<file path="config.mk">
export PLATFORM = sky130hd
export DESIGN_NAME = mult_share_ctrl
export DESIGN_NICKNAME = d
export VERILOG_FILES = /design/src/rtl/mult_share_ctrl.sv
export SDC_FILE = /design/constraint.sdc
export NUM_CORES = 1
export LEC_CHECK = 0
export BUFFER_PORTS_ARGS = -buffer_cell sky130_fd_sc_hd__buf_2
export CAP_MARGIN = 20
export CORE_UTILIZATION = 30
export CTS_CLUSTER_DIAMETER = 40
export DETAILED_ROUTE_END_ITERATION = 12
export SLEW_MARGIN = 20
export SYNTH_ARGS = -nofsm -noshare
export SYNTH_HDL_FRONTEND = slang
export SYNTH_SLANG_ARGS = --single-unit
</file>
<file path="constraint.sdc">
create_clock -name clk -period 1.6 [get_ports clk]
set_input_delay 0.4 -clock clk [delete_from_list [all_inputs] [get_ports clk]]
set_output_delay 0.4 -clock clk [all_outputs]
set_load 0.005 [all_outputs]
</file>
<file path="src/rtl/mult_share_ctrl.sv">
// Round-robin sharing controller for one combinational M x N array multiplier.
// Operands are registered and held between accepts so the array inputs never toggle idly.
module mult_share_ctrl #(
    parameter int M      = 4,
    parameter int N      = 4,
    parameter int SETTLE = 2
) (
    input  logic             clk,
    input  logic             rst,
    input  logic             req0_valid,
    output logic             req0_ready,
    input  logic [M-1:0]     req0_a,
    input  logic [N-1:0]     req0_b,
    input  logic             req1_valid,
    output logic             req1_ready,
    input  logic [M-1:0]     req1_a,
    input  logic [N-1:0]     req1_b,
    output logic [M-1:0]     mul_a,
    output logic [N-1:0]     mul_b,
    input  logic [M+N-1:0]   mul_p,
    output logic             rsp_valid,
    input  logic             rsp_ready,
    output logic [M+N-1:0]   rsp_p,
    output logic             rsp_id
);

    localparam int CW = (SETTLE > 1) ? $clog2(SETTLE) : 1;
    localparam logic [CW-1:0] CNT_INIT = CW'(SETTLE - 1);

    typedef enum logic [1:0] {
        S_IDLE = 2'd0,
        S_BUSY = 2'd1,
        S_DONE = 2'd2
    } state_t;

    state_t           state_q, state_d;
    logic             rr_q, rr_d;
    logic [CW-1:0]    cnt_q, cnt_d;
    logic [M-1:0]     mul_a_q, mul_a_d;
    logic [N-1:0]     mul_b_q, mul_b_d;
    logic             id_q, id_d;
    logic             rsp_valid_q, rsp_valid_d;
    logic [M+N-1:0]   rsp_p_q, rsp_p_d;
    logic             rsp_id_q, rsp_id_d;

    logic             grant0_s, grant1_s;
    logic             acc0_s, acc1_s;

    // Combinational grant: a lone requester wins outright, a tie goes to rr.
    always_comb begin
        grant0_s = 1'b0;
        grant1_s = 1'b0;
        if (req0_valid && req1_valid) begin
            grant0_s = ~rr_q;
            grant1_s = rr_q;
        end else begin
            grant0_s = req0_valid;
            grant1_s = req1_valid;
        end
    end

    // Ready is masked during reset so nothing can be accepted on a reset edge.
    assign req0_ready = (state_q == S_IDLE) & grant0_s & ~rst;
    assign req1_ready = (state_q == S_IDLE) & grant1_s & ~rst;
    assign acc0_s     = req0_valid & req0_ready;
    assign acc1_s     = req1_valid & req1_ready;

    // Next-state and datapath update.
    always_comb begin
        state_d     = state_q;
        rr_d        = rr_q;
        cnt_d       = cnt_q;
        mul_a_d     = mul_a_q;
        mul_b_d     = mul_b_q;
        id_d        = id_q;
        rsp_valid_d = rsp_valid_q;
        rsp_p_d     = rsp_p_q;
        rsp_id_d    = rsp_id_q;
        case (state_q)
            S_IDLE: begin
                if (acc0_s || acc1_s) begin
                    state_d = S_BUSY;
                    mul_a_d = acc1_s ? req1_a : req0_a;
                    mul_b_d = acc1_s ? req1_b : req0_b;
                    id_d    = acc1_s;
                    cnt_d   = CNT_INIT;
                    rr_d    = acc0_s;
                end else begin
                    state_d = S_IDLE;
                end
            end
            S_BUSY: begin
                if (cnt_q == {CW{1'b0}}) begin
                    rsp_p_d     = mul_p;
                    rsp_id_d    = id_q;
                    rsp_valid_d = 1'b1;
                    state_d     = S_DONE;
                end else begin
                    cnt_d = cnt_q - CW'(1);
                end
            end
            S_DONE: begin
                if (rsp_ready) begin
                    rsp_valid_d = 1'b0;
                    state_d     = S_IDLE;
                end else begin
                    state_d = S_DONE;
                end
            end
            default: begin
                state_d     = S_IDLE;
                rsp_valid_d = 1'b0;
            end
        endcase
    end

    // State and output registers with synchronous reset.
    always_ff @(posedge clk) begin
        if (rst) begin
            state_q     <= S_IDLE;
            rr_q        <= 1'b0;
            cnt_q       <= {CW{1'b0}};
            mul_a_q     <= {M{1'b0}};
            mul_b_q     <= {N{1'b0}};
            id_q        <= 1'b0;
            rsp_valid_q <= 1'b0;
            rsp_p_q     <= {(M+N){1'b0}};
            rsp_id_q    <= 1'b0;
        end else begin
            state_q     <= state_d;
            rr_q        <= rr_d;
            cnt_q       <= cnt_d;
            mul_a_q     <= mul_a_d;
            mul_b_q     <= mul_b_d;
            id_q        <= id_d;
            rsp_valid_q <= rsp_valid_d;
            rsp_p_q     <= rsp_p_d;
            rsp_id_q    <= rsp_id_d;
        end
    end

    assign mul_a     = mul_a_q;
    assign mul_b     = mul_b_q;
    assign rsp_valid = rsp_valid_q;
    assign rsp_p     = rsp_p_q;
    assign rsp_id    = rsp_id_q;

endmodule

</file>
==> results of run 1 <==
==> worst max-delay path, stage by stage, from the launching register on <==
cell	delay, ps
dfxtp_2	360
nor3_4	200
and3_1	200
buf_2	120
==> through the flow <==
step | instance area (um^2) | utilization [%] | hold slack (ps)
after floorplan | 1030 | - | 436
after global placement | 1310 | 41.4 | 461
after detailed placement | 1310 | 41.4 | 465
after CTS | 1370 | 43.3 | 306
after global routing | 1370 | 43.5 | 304
final | 1370 | 43.5 | 319
==> worst max path at each step <==
| stage | to | depth (start not counted) |
|---|---|---|
| 4_1_cts | req0_ready | 3 |
| 5_1_grt | req1_ready | 4 |
| 2_1_floorplan | mul_b[2] | 5 |
| 3_3_place_gp | mul_b[0] | 5 |
| 6_report | req0_ready | 3 |
| 3_5_place_dp | mul_a[1] | 5 |
==> state kept, by name (all words and copies together), names as in the netlist <==
register / count
mul_b: 4
state_q: 2
id_q: 1
rsp_id: 1
rsp_valid: 1
rsp_p: 8
mul_a: 4
rr_q: 1
cnt_q: 1
==> logic make-up after synthesis <==
kind of cell / share of synthesized area (%)
buf+inv: 8.05
flops: 44.9
compound gates: 20.9
simple gates: 17.4
mux: 8.78
==> cells in the final DEF (no fill, tap or decap) <==
cell type and instances:
a21oi_1 12, a311oi_1 8, a31o_2 1, and2_2 1, and3_1 1, buf_2 48, buf_4 10, clkbuf_4 3
clkinv_2 1, dfxtp_1 21, dfxtp_2 2, inv_1 4, mux2i_1 9, nand2_1 3, nand2b_1 1, nand3_1 1
nand3b_1 1, nand4_1 8, nor2_1 12, nor2b_1 1, nor3_4 1, nor3b_2 1, o21ai_0 3, o31ai_1 8
or2_1 1, or3_4 1
==> layer usage <==
layer	track usage (%)	wire length [um]
met1	18.8	1170
met2	25.0	1350
met3	1.92	74
met4	7.79	41
met5	0	0
==> cell type report <==
cell class / count / share of cell area, %
well taps: 44 / 4.01
multi-input cells: 74 / 36.1
inverters: 4 / 1.09
clock inverters: 1 / 0.365
repair buffers: 58 / 23.0
flip-flops and latches: 23 / 33.8
clock buffers: 3 / 1.64
==> power groups by stage <==
stage | Combinational (mW) | Sequential (mW) | Clock, mW
5_1_grt | 0.293 | 0.651 | 0.311
3_5_place_dp | 0.252 | 0.656 | 0
4_1_cts | 0.263 | 0.645 | 0.289
3_3_place_gp | 0.246 | 0.654 | 0
6_report | 0.266 | 0.645 | 0.274
2_1_floorplan | 0.153 | 0.657 | 0
==> what timing repair did <==
item	in CTS	in global routing
gates resized for setup	3	2
setup buffers	3	0
hold endpoints to repair	0	0
hold buffers	0	0
endpoints found under the setup margin	2	6
pin swaps	2	0
gates cloned	0	0
==> results_dict.tcl, run 1 <==
set metrics [dict create \
    status "finished, final reports clean" \
    portBuffers 48 \
    synth_top_area_share_pct 44.9 \
    fill_cells 344 \
    multi_input_area_um2 495 \
    gr-total-overflow 0 \
    cts.path.max_buffers 2 \
    whs_endpoint "rsp_p[7]" \
    reg2reg_to "mul_a[2]" \
    fin_ws_ps 18.8 \
    ant_nets 0 \
    die_area_um2 3660 \
    fin_nets 193 \
    switching_share_pct 29.0 \
    power_mw 1.18 \
    grt_pass1_vias 992 \
    drv_slew 0 \
    drive_above_1_share_pct 42.3 \
    max_freq_mhz 632 \
    viasPerCell 4.99 \
    r2r_cells 4 \
    drt_iter0_drc 26 \
    slew_headroom_pct 58.0 \
    core_area_um2 3150 \
    drc_errors 0 \
    p_int_mw 0.841 \
    cellPowerDensity_nw_per_um2 864 \
    cp-startpoint "state_q[1]" \
    p_sw_mw 0.344 \
    finClkSkew_ps 4.33 \
    final.min_clock_period_ps 1580 \
    clockRootBuffer "clkbuf_4" \
    p_comb_share_pct 22.4 \
    synth_most_common_cell "dfxtp_1" \
    place.gp.congestion 0.784 \
    dr.pass1.iters 4 \
    critPathLaunchType "register" \
    peakVddDrop_mv 0.334 \
    tightest_slew_ps 629 \
    maxCapViolCount 0 \
    finalHoldViolCount 0 \
    die_width_um 60.5 \
    antenna_found_initial 0 \
    start_util_pct 32.5 \
    setup-tns-final_ps 0 \
    num_antenna_cells 0 \
    hold_path_depth 3 \
    required_ps 1200 \
    yosys.area.top_type "dfxtp_1" \
    worstSetupPathType "register to output pin" \
    synth-main-ff-cell "dfxtp_1" \
    fp-row-count 20 \
    cts_inserted_buffers 3 \
    syn2layout_area_growth_pct 33.7 \
    place_ws_ps 4.65 \
    synth_nets 141 \
    r2r-start "state_q[1]" \
    path_clk_slew_ps 130 \
    wl_per_cell_um 12.7 \
    htree_num_levels 1 \
    path_max_fanout 3 \
    place_hpwl_um 1880 \
    grt_pass1_wl_um 4090 \
    ff_latch_area_um2 463 \
    ys_seq_area_share_pct 44.9 \
    p_seq_share_pct 54.4 \
    vias 1033 \
    synth.top_cells.by_count "dfxtp_1, a21oi_1, nor2_1" \
    crit_path_end_kind "output pin" \
    clk_latency_ps 310 \
    grt_setup_unrepaired "true" \
    async_flop_share_pct 0 \
    clockPowerShare_pct 23.1 \
    ys_types 26 \
    ys_ff_latch 23 \
    synthCells 112 \
    power.leakage_nw 0.619 \
    boundaryPins 49 \
    hp-class "primary input to register" \
    finalCritPeriodShare_pct 98.8 \
    r2r_setup_slack_ps 160 \
    cts_sinks 23 \
    crit_arrival_ps 1180 \
    finalSetupViolCount 0 \
    netlist_top_cells_area "dfxtp_1, mux2i_1, a311oi_1, a21oi_1, o31ai_1" \
    grt_usage_pct 14.9 \
    final_cells 207 \
    yosysWarnings 0 \
    syn_area_per_cell_um2 9.16 \
    dp_cells 200 \
    totalWireLength_um 2630 \
    min-delay-start "mul_p[7]" \
    netlist_area_um2 1030 \
    die_h_um 60.5 \
    tritoncts "built" \
    grt_max_degree 19 \
    synth_edf_count 0 \
]
(Power assumes the default switching activity.)
==> run 2, diff against run 1 <==
--- a/config.mk
+++ b/config.mk
@@ -7,9 +7,10 @@
 export LEC_CHECK = 0
 export BUFFER_PORTS_ARGS = -buffer_cell sky130_fd_sc_hd__buf_2
 export CAP_MARGIN = 20
-export CORE_UTILIZATION = 30
+export CORE_UTILIZATION = 45
 export CTS_CLUSTER_DIAMETER = 40
 export DETAILED_ROUTE_END_ITERATION = 12
+export PLACE_DENSITY = 0.78
 export SLEW_MARGIN = 20
 export SYNTH_ARGS = -nofsm -noshare
 export SYNTH_HDL_FRONTEND = slang
==> run 2 against run 1 <==
Clock skew is 2.8 ps higher. Sequential cell count stayed put. Global-route usage is 7.5 points higher. Largest cell class unchanged. Power is 0.22% lower. Critical endpoint is now req1_ready. Fmax is 0.78% lower. Utilization is 23 points higher. First-iteration DRC count is 23% lower. Critical path depth is 1 higher. Routed wire length is 2.2% lower. Cell count is 8.2% lower. Largest power group unchanged.
==> results_dict.tcl, run 2 (synthesis results as in run 1) <==
set metrics [dict create \
    largest_reg_flops 8 \
    grt_setup_unrepaired "true" \
    finalHoldViolCount 0 \
    dr.pass1.iters 4 \
    power_mw 1.18 \
    wl_met2_um 1450 \
    ant_nets 0 \
    dp_cells 184 \
    drv_slew 0 \
    cp_cell_sequence "nor3_4, nand3_1, inv_1, buf_2" \
    ff_latch_area_um2 465 \
    wl_per_cell_um 13.6 \
    min-delay-start "mul_p[3]" \
    cts.path.max_buffers 2 \
    start_util_pct 50.2 \
    met3_wirelength_um 85 \
    core_area_um2 2040 \
    power.leakage_nw 0.619 \
    drc_errors 0 \
    fp-row-count 16 \
    cts_inserted_buffers 3 \
    cp_slowest_stage_delay_ps 360 \
    htree_num_levels 1 \
    peakVddDrop_mv 0.630 \
    required_ps 1200 \
    finalSetupViolCount 0 \
    antenna_found_initial 0 \
    max_freq_mhz 628 \
    cellPowerDensity_nw_per_um2 865 \
    vias 1048 \
    worstSetupPathType "register to output pin" \
    final_cell_mix "buf_2, dfxtp_1, a21oi_1, nor2_1, buf_4" \
    num_antenna_cells 0 \
    clk_latency_ps 310 \
    grt_pass1_vias 1008 \
    cp_num_buf_inv 2 \
    boundaryPins 49 \
    die_h_um 49.8 \
    crit_arrival_ps 1190 \
    maxCapViolCount 0 \
    path_max_fanout 3 \
    fin_nets 193 \
    cts_sinks 23 \
    hold_slack_ps 327 \
    slowest_stage "dfxtp_2" \
    totalWireLength_um 2580 \
    clockRootBuffer "clkbuf_4" \
    place_area_um2 1290 \
    tightest_slew_ps 622 \
    portBuffers 48 \
    status "finished, final reports clean" \
    final_cells 190 \
    critPathLaunchType "register" \
    path_clk_slew_ps 130 \
    final_core_util_pct 67.0 \
    crit_path_end_kind "output pin" \
    final.min_clock_period_ps 1590 \
    crit_family "flip-flops" \
    finalCritPeriodShare_pct 99.6 \
    place_hpwl_um 1860 \
    die_width_um 49.8 \
    finClkSkew_ps 7.09 \
    grt_pass1_wl_um 4240 \
    tritoncts "built" \
    cp-startpoint "state_q[1]" \
    drive_above_1_share_pct 42.9 \
    place.gp.congestion 0.820 \
    fill_cells 185 \
    slew_headroom_pct 58.5 \
    gr-total-overflow 0 \
    drt_iter0_drc 20 \
    grt_max_degree 19 \
    syn2layout_area_growth_pct 33.3 \
    die_area_um2 2480 \
    m1WireLength_um 1020 \
    hp-class "primary input to register" \
    mostFrequentLayoutCell "buf_2" \
    fin_area_um2 1370 \
    viasPerCell 5.52 \
    routed.top_layer "met4" \
    r2r-start "state_q[0]" \
    multi_input_area_um2 504 \
    grt_usage_pct 22.4 \
]
-- run 2: cell count changes in the layout (fill, tap and decap cells not counted) --
| cell | change |
|---|---|
| and2_1 | +1 |
| and2_2 | -1 |
| and3_1 | -1 |
| and3_4 | +1 |
| buf_2 | -1 |
| buf_6 | +1 |
| dfxtp_2 | -1 |
| dfxtp_4 | +1 |
| o31ai_1 | -1 |
| o31ai_2 | +1 |
-- run 2: where the power goes --
| group | leakage, nW | internal [mW] | switching (mW) |
|---|---|---|---|
| clock | 0.0177 | 0.0931 | 0.173 |
| combinational | 0.411 | 0.133 | 0.140 |
| sequential | 0.190 | 0.617 | 0.0263 |
-- run 2: area by class of cell --
type,instances,area share [%]
clock buffer,3,1.65
clock inverter,1,0.366
inverter,4,1.10
multi-input combinational,74,36.9
sequential,23,34.0
tap,27,2.47
timing repair buffer,58,23.5
-- run 2: metrics by stage --
stage / TNS, ps / setup WS [ps]
2_1_floorplan: 0 / 254
4_1_cts: 0 / 0.757
3_5_place_dp: 0 / 43.5
3_3_place_gp: 0 / 82.5
6_report: 0 / 6.40
5_1_grt: -126 / -75.9
-- run 2: path summary, 6_finish.rpt --
check	end	slack, ps	cells after the start
min	rsp_p[3]	330	3
min reg2reg	state_q[0]	510	2
max	req1_ready	6	4
max reg2reg	mul_b[1]	110	4
-- run 2: timing repair --
action / in CTS / in global routing
resized for setup: 5 / 3
setup endpoints to repair: 2 / 6
hold buffers: 0 / 0
pin swaps: 1 / 0
buffers inserted: 2 / 0
-- run 2: worst min-delay path: stages --
cell	delay [ps]
buf_2	70
mux2i_1	60
nor2_1	80
-- run 2: layer usage --
metal / track usage [%] / vias up
met5: 0 / -
met4: 10.5 / 0
met3: 3.09 / 4
met2: 39.9 / 20
met1: 26.2 / 508
li1: - / 516
